===== src/rtl/fetch_pkg.sv =====
// Shared types for the instruction-fetch slice: FSM states, skid-buffer entry, NOP encoding.
// S_HALT exists only when FETCH_MISALIGN_EN is defined.
package fetch_pkg;

  typedef enum logic [1:0] {
    S_REQ,
    S_WAIT,
    S_DRAIN
`ifdef FETCH_MISALIGN_EN
    , S_HALT
`endif
  } fetch_state_e;

  localparam logic [31:0] NOP_INST = 32'h0000_0013;

  typedef struct packed {
    logic [31:0] inst;
    logic [31:0] pc;
    logic        misalign;
  } fetch_entry_t;

  // Wraps modulo 2^32 by construction.
  function automatic logic [31:0] pc_inc(input logic [31:0] pc);
    return pc + 32'd4;
  endfunction

endpackage


===== src/rtl/fetch_skid_buf.sv =====
// Two-entry in-order FIFO holding fetched instructions; head is combinational from storage.
// Flush wins over pop; a push alongside a flush lands as the sole entry.
module fetch_skid_buf
  import fetch_pkg::*;
(
  input  logic         clk,
  input  logic         rst,
  input  logic         push_i,
  input  fetch_entry_t push_dat_i,
  input  logic         pop_i,
  input  logic         flush_i,
  output logic [1:0]   count_o,
  output logic         head_vld_o,
  output fetch_entry_t head_dat_o
);

  fetch_entry_t mem_q [2];
  logic [1:0]   count_q;
  logic         pop_ok;
  logic         push_ok;
  logic         wr_idx;

  assign pop_ok  = pop_i && (count_q != 2'd0);
  assign push_ok = push_i && ((count_q != 2'd2) || pop_ok);
  // Entry 0 is always the head, so the write slot is the post-pop occupancy.
  assign wr_idx  = count_q[0] ^ pop_ok;

  always_ff @(posedge clk) begin
    if (rst) begin
      count_q <= 2'd0;
    end else if (flush_i) begin
      count_q <= {1'b0, push_i};
    end else begin
      count_q <= count_q + 2'(push_ok) - 2'(pop_ok);
    end
  end

  always_ff @(posedge clk) begin
    if (flush_i) begin
      if (push_i) mem_q[0] <= push_dat_i;
    end else begin
      if (pop_ok)  mem_q[0]      <= mem_q[1];
      if (push_ok) mem_q[wr_idx] <= push_dat_i;
    end
  end

  assign count_o    = count_q;
  assign head_vld_o = (count_q != 2'd0);
  assign head_dat_o = mem_q[0];

endmodule


===== src/rtl/fetch_stage.sv =====
// Instruction fetch: PC owner, single-outstanding imem request/response, 2-entry skid buffer.
// FETCH_MISALIGN_EN: misaligned redirect yields a NOP marker entry and halts fetch until redirected.
module fetch_stage
  import fetch_pkg::*;
#(
  parameter logic [31:0] RESET_PC = 32'h0000_0000
) (
  input  logic        clk,
  input  logic        rst,
  input  logic        stall,
  input  logic        redirect,
  input  logic [31:0] redirect_pc,
  output logic        imem_req,
  output logic [31:0] imem_addr,
  input  logic        imem_ready,
  input  logic        imem_rvalid,
  input  logic [31:0] imem_rdata,
  output logic [31:0] Inst,
  output logic [31:0] PC,
  output logic [31:0] PC_plus_4,
  output logic        valid
`ifdef FETCH_MISALIGN_EN
  ,
  output logic        misalign
`endif
);

  fetch_state_e state_q, state_d;
  logic [31:0]  pc_q, pc_d;
  logic [31:0]  req_pc_q, req_pc_d;
  logic [31:0]  tgt_pc;
  logic         hs;
  logic         in_flight;
  logic         push, pop, flush;
  fetch_entry_t push_dat;
  fetch_entry_t head;
  logic         head_vld;
  logic [1:0]   count;

`ifdef FETCH_MISALIGN_EN
  assign tgt_pc = redirect_pc;
`else
  logic [1:0] unused_pc_lsb;
  assign unused_pc_lsb = redirect_pc[1:0];
  assign tgt_pc        = {redirect_pc[31:2], 2'b00};
`endif

  assign imem_req  = !rst && (state_q == S_REQ) && (count != 2'd2);
  assign imem_addr = pc_q;
  assign hs        = imem_req && imem_ready;

  assign valid     = !rst && head_vld;
  assign pop       = valid && !stall;
  assign Inst      = valid ? head.inst : '0;
  assign PC        = valid ? head.pc : '0;
  assign PC_plus_4 = valid ? pc_inc(head.pc) : '0;

`ifdef FETCH_MISALIGN_EN
  assign misalign = valid && head.misalign;
`else
  logic unused_misalign;
  assign unused_misalign = head.misalign;
`endif

  always_comb begin
    state_d   = state_q;
    pc_d      = pc_q;
    req_pc_d  = req_pc_q;
    push      = 1'b0;
    push_dat  = '0;
    flush     = 1'b0;
    in_flight = 1'b0;

    case (state_q)
      S_REQ: begin
        if (hs) begin
          req_pc_d = pc_q;
          state_d  = S_WAIT;
        end
      end
      S_WAIT: begin
        if (imem_rvalid) begin
          push     = 1'b1;
          push_dat = '{inst: imem_rdata, pc: req_pc_q, misalign: 1'b0};
          pc_d     = pc_inc(req_pc_q);
          state_d  = S_REQ;
        end
      end
      S_DRAIN: begin
        if (imem_rvalid) state_d = S_REQ;
      end
      default: ;
    endcase

    // A response landing in the redirect cycle is dropped, and it also retires the in-flight request.
    if (redirect) begin
      flush     = 1'b1;
      push      = 1'b0;
      push_dat  = '0;
      pc_d      = tgt_pc;
      in_flight = (((state_q == S_WAIT) || (state_q == S_DRAIN)) && !imem_rvalid) || hs;
      state_d   = in_flight ? S_DRAIN : S_REQ;
`ifdef FETCH_MISALIGN_EN
      if (tgt_pc[1:0] != 2'b00) begin
        push     = 1'b1;
        push_dat = '{inst: NOP_INST, pc: tgt_pc, misalign: 1'b1};
        state_d  = S_HALT;
      end
`endif
    end
  end

  always_ff @(posedge clk) begin
    if (rst) begin
      state_q  <= S_REQ;
      pc_q     <= RESET_PC;
      req_pc_q <= RESET_PC;
    end else begin
      state_q  <= state_d;
      pc_q     <= pc_d;
      req_pc_q <= req_pc_d;
    end
  end

  fetch_skid_buf u_buf (
    .clk        (clk),
    .rst        (rst),
    .push_i     (push),
    .push_dat_i (push_dat),
    .pop_i      (pop),
    .flush_i    (flush),
    .count_o    (count),
    .head_vld_o (head_vld),
    .head_dat_o (head)
  );

endmodule


===== config.mk =====
export PLATFORM = sky130hd
export DESIGN_NAME = fetch_stage
export DESIGN_NICKNAME = d
export VERILOG_FILES = /design/src/rtl/fetch_pkg.sv /design/src/rtl/fetch_skid_buf.sv /design/src/rtl/fetch_stage.sv
export SDC_FILE = /design/constraint.sdc
export NUM_CORES = 1
export LEC_CHECK = 0
export ABC_AREA = 1
export BUFFER_PORTS_ARGS = -buffer_cell sky130_fd_sc_hd__buf_2
export CAP_MARGIN = 10
export CORE_ASPECT_RATIO = 1.2
export CORE_MARGIN = 2
export CORE_UTILIZATION = 50
export CTS_CLUSTER_SIZE = 28
export DETAILED_ROUTE_END_ITERATION = 12
export GPL_TIMING_DRIVEN = 0
export PLACE_DENSITY = 0.73
export SYNTH_ARGS = -nofsm -noshare
export SYNTH_HDL_FRONTEND = slang
export SYNTH_SLANG_ARGS = --single-unit

===== constraint.sdc =====
create_clock -name clk -period 17.66 [get_ports clk]
set_clock_uncertainty 0.2 [all_clocks]
set_input_delay 3.532 -clock clk [delete_from_list [all_inputs] [get_ports clk]]
set_output_delay 3.532 -clock clk [all_outputs]
set_load 0.02 [all_outputs]

==> results of run 1 <==
-- power by group --
| part | switching, uW | internal, uW | leakage [uW] |
|---|---|---|---|
| clock network | 176 | 196 | 0.000261 |
| registers | 8.72 | 494 | 0.00151 |
| logic | 42.0 | 22.3 | 0.00422 |
| total | 227 | 712 | 0.00599 |
-- worst reg2reg max path: stages, from the launching register on --
cell     delay, ns
dfxtp_1       0.32
inv_1         0.07
ha_1          0.16
nand2_1       0.13
nor2_4        0.28
inv_2         0.14
buf_2         0.25
buf_2         0.23
nor3_2        0.30
buf_4         0.26
buf_8         0.18
buf_6         0.17
buf_4         0.22
-- kinds of logic (layout without fill, tap and decap cells) --
group / after synthesis / count (layout)
buffers and inverters: 242 / 478
adder cells (fa/ha/maj): 6 / 6
flip-flops: 196 / 196
AND/OR/NAND/NOR: 797 / 797
AO/OA/AOI/OAI: 126 / 126
XOR/XNOR: 7 / 7
-- synthesized netlist by cell type, types with 3 or more instances --
library cell    n
nor2_4          3
buf_4          11
nor2_1        275
dfxtp_1        68
clkbuf_1       21
nand4_1         6
a31oi_1         8
o21ai_0        63
xor2_1          6
nor2_2          6
a21oi_1        49
buf_6           6
buf_2          17
nor3_1         15
inv_1         177
edfxtp_1      128
buf_1           7
nand3_1       106
ha_1            6
nand2_1       374
inv_2           3
-- through the flow --
step / cells / total power (uW)
final: 1875 / 939
after global routing: 1875 / 971
after CTS: 1875 / 943
after detailed placement: 1843 / 576
after global placement: 1835 / 574
after floorplan: 1374 / 550
-- flip-flops by register name, summed over array words and instances, names as in the netlist --
name and flops:
state_q 2, req_pc_q 32, u_buf.mem_q 128, u_buf.count_o 2, imem_addr 32
-- final cells by class --
type                            count  area [um2]  share of cell area
Buffer                             62         340              0.0278
Clock buffer                       18         429              0.0351
Clock inverter                     14         130              0.0106
Inverter                          180         676              0.0552
Multi-Input combinational cell    936        4050               0.331
Sequential cell                   196        5200               0.425
Tap cell                          265         332              0.0271
Timing Repair Buffer              204        1080              0.0886
-- metal layers --
| metal | up-vias | share of wire |
|---|---|---|
| met2 | 336 | 0.48 |
| met3 | 47 | 0.052 |
| li1 | 4800 | - |
| met5 | - | 0 |
| met1 | 4317 | 0.44 |
| met4 | 0 | 0.023 |
-- how the worst min path moves through the flow --
stage / startpoint / end / slack, ns / cells after the start
floorplan: state_q[1] / state_q[1] / 0.23 / 2
global placement: state_q[1] / state_q[1] / 0.25 / 2
detailed placement: req_pc_q[31] / req_pc_q[31] / 0.27 / 2
CTS: req_pc_q[31] / req_pc_q[31] / 0.28 / 2
global route: state_q[1] / state_q[1] / 0.31 / 2
finish: req_pc_q[31] / req_pc_q[31] / 0.28 / 2
==> impl_metrics.csv, run 1 <==
group,metric,value,unit
critical_path,critPathMostFrequentCell,"buf_2",
drt,dr_total_vias,9500,
global_route,grt_busiest_layer,"met2",
synth,synth.area.top_cells,"edfxtp_1, nand2_1, dfxtp_1",
synth,synth-edff-count,128,
drt,vias_per_cell,5.07,
floorplan,pin_count,200,
global_route,antenna_found_initial,0,
floorplan,dieArea,0.0217,mm2
synth,yosys.area_share.simple,0.316,
drt,post_drt_wl_per_cell,15.2,um
drt,wl,28.4,mm
layout,drive_gt1_frac,0.180,
timing,totalNegativeSetupSlack,0,ns
synth,synth_top_cell_by_area,"edfxtp_1",
synth,syn_area,0.0103,mm2
critical_path,cp_slowest_cell,"nor2_4",
synth,synth_mux_area_frac,0,
layout,fin_util,0.607,
clock_network,clock_latency,0.43,ns
global_route,gr-total-overflow,0,
timing,rsz0062_at_grt,"false",
clock_network,cts.path.max_buffers,2,
floorplan,start_util,0.508,
clock_network,cts_buffers,17,
critical_path,setup.worst_path.start,"rst",
critical_path,crit_path_max_fanout,10,
synth,ys_types,35,
timing,min_period_over_period,0.509,
timing,slew_headroom,0.429,
status,status,"complete, no violations",
layout,num_antenna_cells,0,
critical_path,cp.depth,8,
critical_path,setup.worst_path.end_class,"output pin",
synth,synth_nets,1450,
floorplan,num_rows,57,
timing,slew_violations,0,
min_path,hp-class,"reg -> reg",
layout,area_growth,19.4,%
critical_path,required,13.93,ns
synth,yosys_warnings,0,
placed_design,place_hpwl,21.9,mm
placed_design,place.gp.congestion,0.909,
timing,period_needed,8.99,ns
timing,timing.final.ws_setup,8.67,ns
flow_run,cap_violations,0,
layout,final_nets,1673,
critical_path,path_buf_inv,6,
synth,netlist_instances,1374,
critical_path,reg2regPathDepth,12,
critical_path,max_stage_delay,0.32,ns
global_route,grt_pass1_wl,45.6,mm
critical_path,r2r_end,"u_buf.mem_q[1][21]",
critical_path,startpoint_type,"primary input",
critical_path,rr_startpoint,"state_q[1]",
timing,hold_viol,0,
synth,synth_top_family_by_area,"simple AND/OR/NAND/NOR gates",
placed_design,placed_area,0.0117,mm2
clock_network,clockRootBuffer,"clkbuf_16",
synth,synth_xor_area_frac,0.00598,
critical_path,r2r_slack,14.43,ns
clock_network,numClockSinks,196,
synth,ys_seq_area_frac,0.508,
global_route,grt_use_total,0.267,
synth,syn_avg_cell_area,7.46,um2
power,power.density,76.7,mW/mm2
critical_path,cp_cell_sequence,"buf_2, nor2_4, inv_1, buf_2, buf_1, nor2_1, buf_4, buf_2",
layout,fin_area,0.0122,mm2
timing,setup_violations,0,
floorplan,core,0.0202,mm2
drt,ant_nets,0,
synth,ys_async_sr_fraction,0,
floorplan,dieWidth,135,um
critical_path,worstSetupEndpoint,"PC_plus_4[1]",
global_route,grt_max_degree,33,
drt,dr.pass1.iters,5,
clock_network,hold_buffers,0,
placed_design,port_buffers,196,
floorplan,die_y,161,um
layout,nFillCells,1919,
global_route,grt_util_met3,0.0398,
synth,synth-adder-area-share,0.00732,
critical_path,arrival,5.26,ns
synth,ys_seq_elements,196,
clock_network,post_cts_resized,0,
synth,ys.flop_type,"edfxtp_1",
clock_network,htree_levels,4,
clock_network,cts.clk_slew.worst_paths,0.07,ns
global_route,grt_pass1_vias,9057,
drt,drt_iter0_markers,715,
timing,hold_slack,0.284,ns
power,cellLeakagePower,0.00599,uW
synth,synth_compound_area_frac,0.0640,
placed_design,dpl_worst_slack,8.68,ns
clock_network,post-cts-setup-buffer-count,0,
drt,post-route-drc-count,0,
layout,mostFrequentLayoutCells,"nand2_1, nor2_1, buf_2",
critical_path,crit_family,"buffers and inverters",
synth,synth_top_area_share,0.375,
power,peakVddDrop,66.8,uV
layout,final_common_cell,"nand2_1",
global_route,grt_use_met2,0.447,
timing,fmax,0.111,GHz
critical_path,critPathKind,"in -> out",
global_route,grt_use_met1,0.356,
timing,worstMarginPinSlew,0.849,ns
clock_network,cts_tree,"yes",
Note: power is estimated with default switching activity, not from simulation.
==> inputs of run 2 (changes only) <==
PLACE_DENSITY = 0.76   (was 0.73)
clock period = 8.1 ns   (was 17.66 ns; I/O delays follow)
==> impl_metrics.csv, run 2 (synthesis gave the netlist of run 1 again) <==
group,metric,value,unit
global_route,gr-total-overflow,0,
placed_design,dp.cells,1842,
min_path,hold_start,"state_q[1]",
timing,period_needed,5.09,ns
clock_network,cts.clk_slew.worst_paths,0.07,ns
timing,slew_headroom,0.448,
drt,post-route-drc-count,0,
flow_run,cap_violations,0,
clock_network,clockRootBuffer,"clkbuf_16",
critical_path,rr_startpoint,"state_q[1]",
drt,drt_iter0_markers,700,
critical_path,setup.worst_path.end_class,"output pin",
clock_network,numClockSinks,196,
drt,highest_layer,"met4",
critical_path,critPathKind,"in -> out",
layout,final_common_cell,"nand2_1",
critical_path,startpoint_type,"primary input",
floorplan,dieWidth,135,um
power,peakVddDrop,153,uV
layout,drive_gt1_frac,0.178,
clock_network,post_cts_resized,0,
clock_network,clock_latency,0.44,ns
placed_design,place.gp.congestion,0.932,
placed_design,port_buffers,196,
drt,ant_nets,0,
global_route,grt_use_total,0.261,
floorplan,die_y,161,um
drt,post_drt_wl_per_cell,14.8,um
layout,layout.cells.non_filler,1874,
power,fin_total_pwr,2060,uW
layout,largest_register,"u_buf.mem_q",
drt,dr_wl_met2,13.4,mm
min_path,hp-class,"reg -> reg",
timing,slew_violations,0,
drt,vias_per_cell,5.06,
placed_design,place_hpwl,21.7,mm
critical_path,crit_path_max_fanout,10,
power,power.density,168,mW/mm2
clock_network,post-cts-setup-buffer-count,0,
clock_network,cts_tree,"yes",
layout,area_growth,19.6,%
clock_network,cts_buffers,17,
floorplan,core,0.0202,mm2
layout,fin_area,0.0123,mm2
critical_path,required,6.28,ns
critical_path,r2r_slack,4.68,ns
critical_path,setup.worst_path.start,"rst",
timing,hold_viol,0,
placed_design,placed_area,0.0117,mm2
timing,rsz0062_at_grt,"false",
clock_network,htree_levels,4,
power,cellLeakagePower,0.00601,uW
timing,fmax,0.197,GHz
floorplan,pin_count,200,
global_route,grt_pass1_vias,9065,
global_route,antenna_found_initial,0,
drt,wl_met3,1.68,mm
layout,num_antenna_cells,0,
layout,mostFrequentLayoutCells,"nand2_1, nor2_1, buf_2",
clock_network,cts.path.max_buffers,2,
drt,drt-met1-wl,11.9,mm
global_route,grt_pass1_wl,44.5,mm
drt,dr.pass1.iters,8,
clock_network,hold_buffers,0,
layout,final_nets,1672,
timing,min_period_over_period,0.628,
drt,wl,27.8,mm
drt,dr_total_vias,9489,
floorplan,num_rows,57,
status,status,"complete, no violations",
timing,worstMarginPinSlew,0.824,ns
timing,setup_violations,0,
floorplan,start_util,0.508,
global_route,grt_max_degree,34,
critical_path,arrival,3.27,ns
floorplan,dieArea,0.0217,mm2
layout,largest_reg_flops,128,
## run 2: changes by cell type in the layout (fill, tap and decap cells not counted)
cell,change
clkinv_1,+1
buf_8,-1
clkinv_4,+1
clkbuf_8,+1
clkinvlp_2,-1
clkinv_8,+1
buf_4,-1
buf_6,+1
clkinvlp_4,-3
bufinv_16,-1
clkbuf_16,+2
inv_6,-1
## run 2: where the power goes
group / switching (uW) / leakage (uW) / internal [uW]
sequential: 18.9 / 0.00151 / 1080
clock: 386 / 0.000286 / 444
combinational: 90.4 / 0.00421 / 48.5
## run 2: worst paths after layout
kind,end,cells past startpoint
worst max-delay path,PC_plus_4[1],8
worst min-delay path,state_q[1],2
worst max register to register,u_buf.mem_q[1][21],11
worst min register to register,state_q[1],2
## run 2: worst max-delay path: stages
cell    delay (ns)
buf_2         0.13
nor2_4        0.29
inv_1         0.15
buf_2         0.23
buf_1         0.28
nor2_1        0.27
buf_4         0.15
buf_2         0.15
## run 2: area by class of cell
class / instances / area [um2]
Multi-Input combinational cell: 936 / 4050
Clock buffer: 21 / 493
Sequential cell: 196 / 5200
Fill cell: 1855 / 7930
Buffer: 62 / 340
Tap cell: 265 / 332
Inverter: 180 / 676
Timing Repair Buffer: 203 / 1070
Clock inverter: 11 / 92.6
## run 2: metal layers
metal,track usage,vias to the layer above
met5,0,-
met2,0.442,355
met4,0.0976,0
met3,0.0401,51
met1,0.337,4302
li1,-,4781
## run 2: stage by stage
step / worst slack (ns) / util / TNS, ns / hold WS, ns
4_1_cts: 3.00 / 0.607 / 0 / 0.274
2_1_floorplan: 0.531 / - / 0 / 0.234
3_3_place_gp: -1.56 / 0.573 / -99.30 / 0.249
6_report: 3.01 / 0.607 / 0 / 0.274
3_5_place_dp: 3.00 / 0.578 / 0 / 0.263
5_1_grt: 2.88 / 0.607 / 0 / 0.302
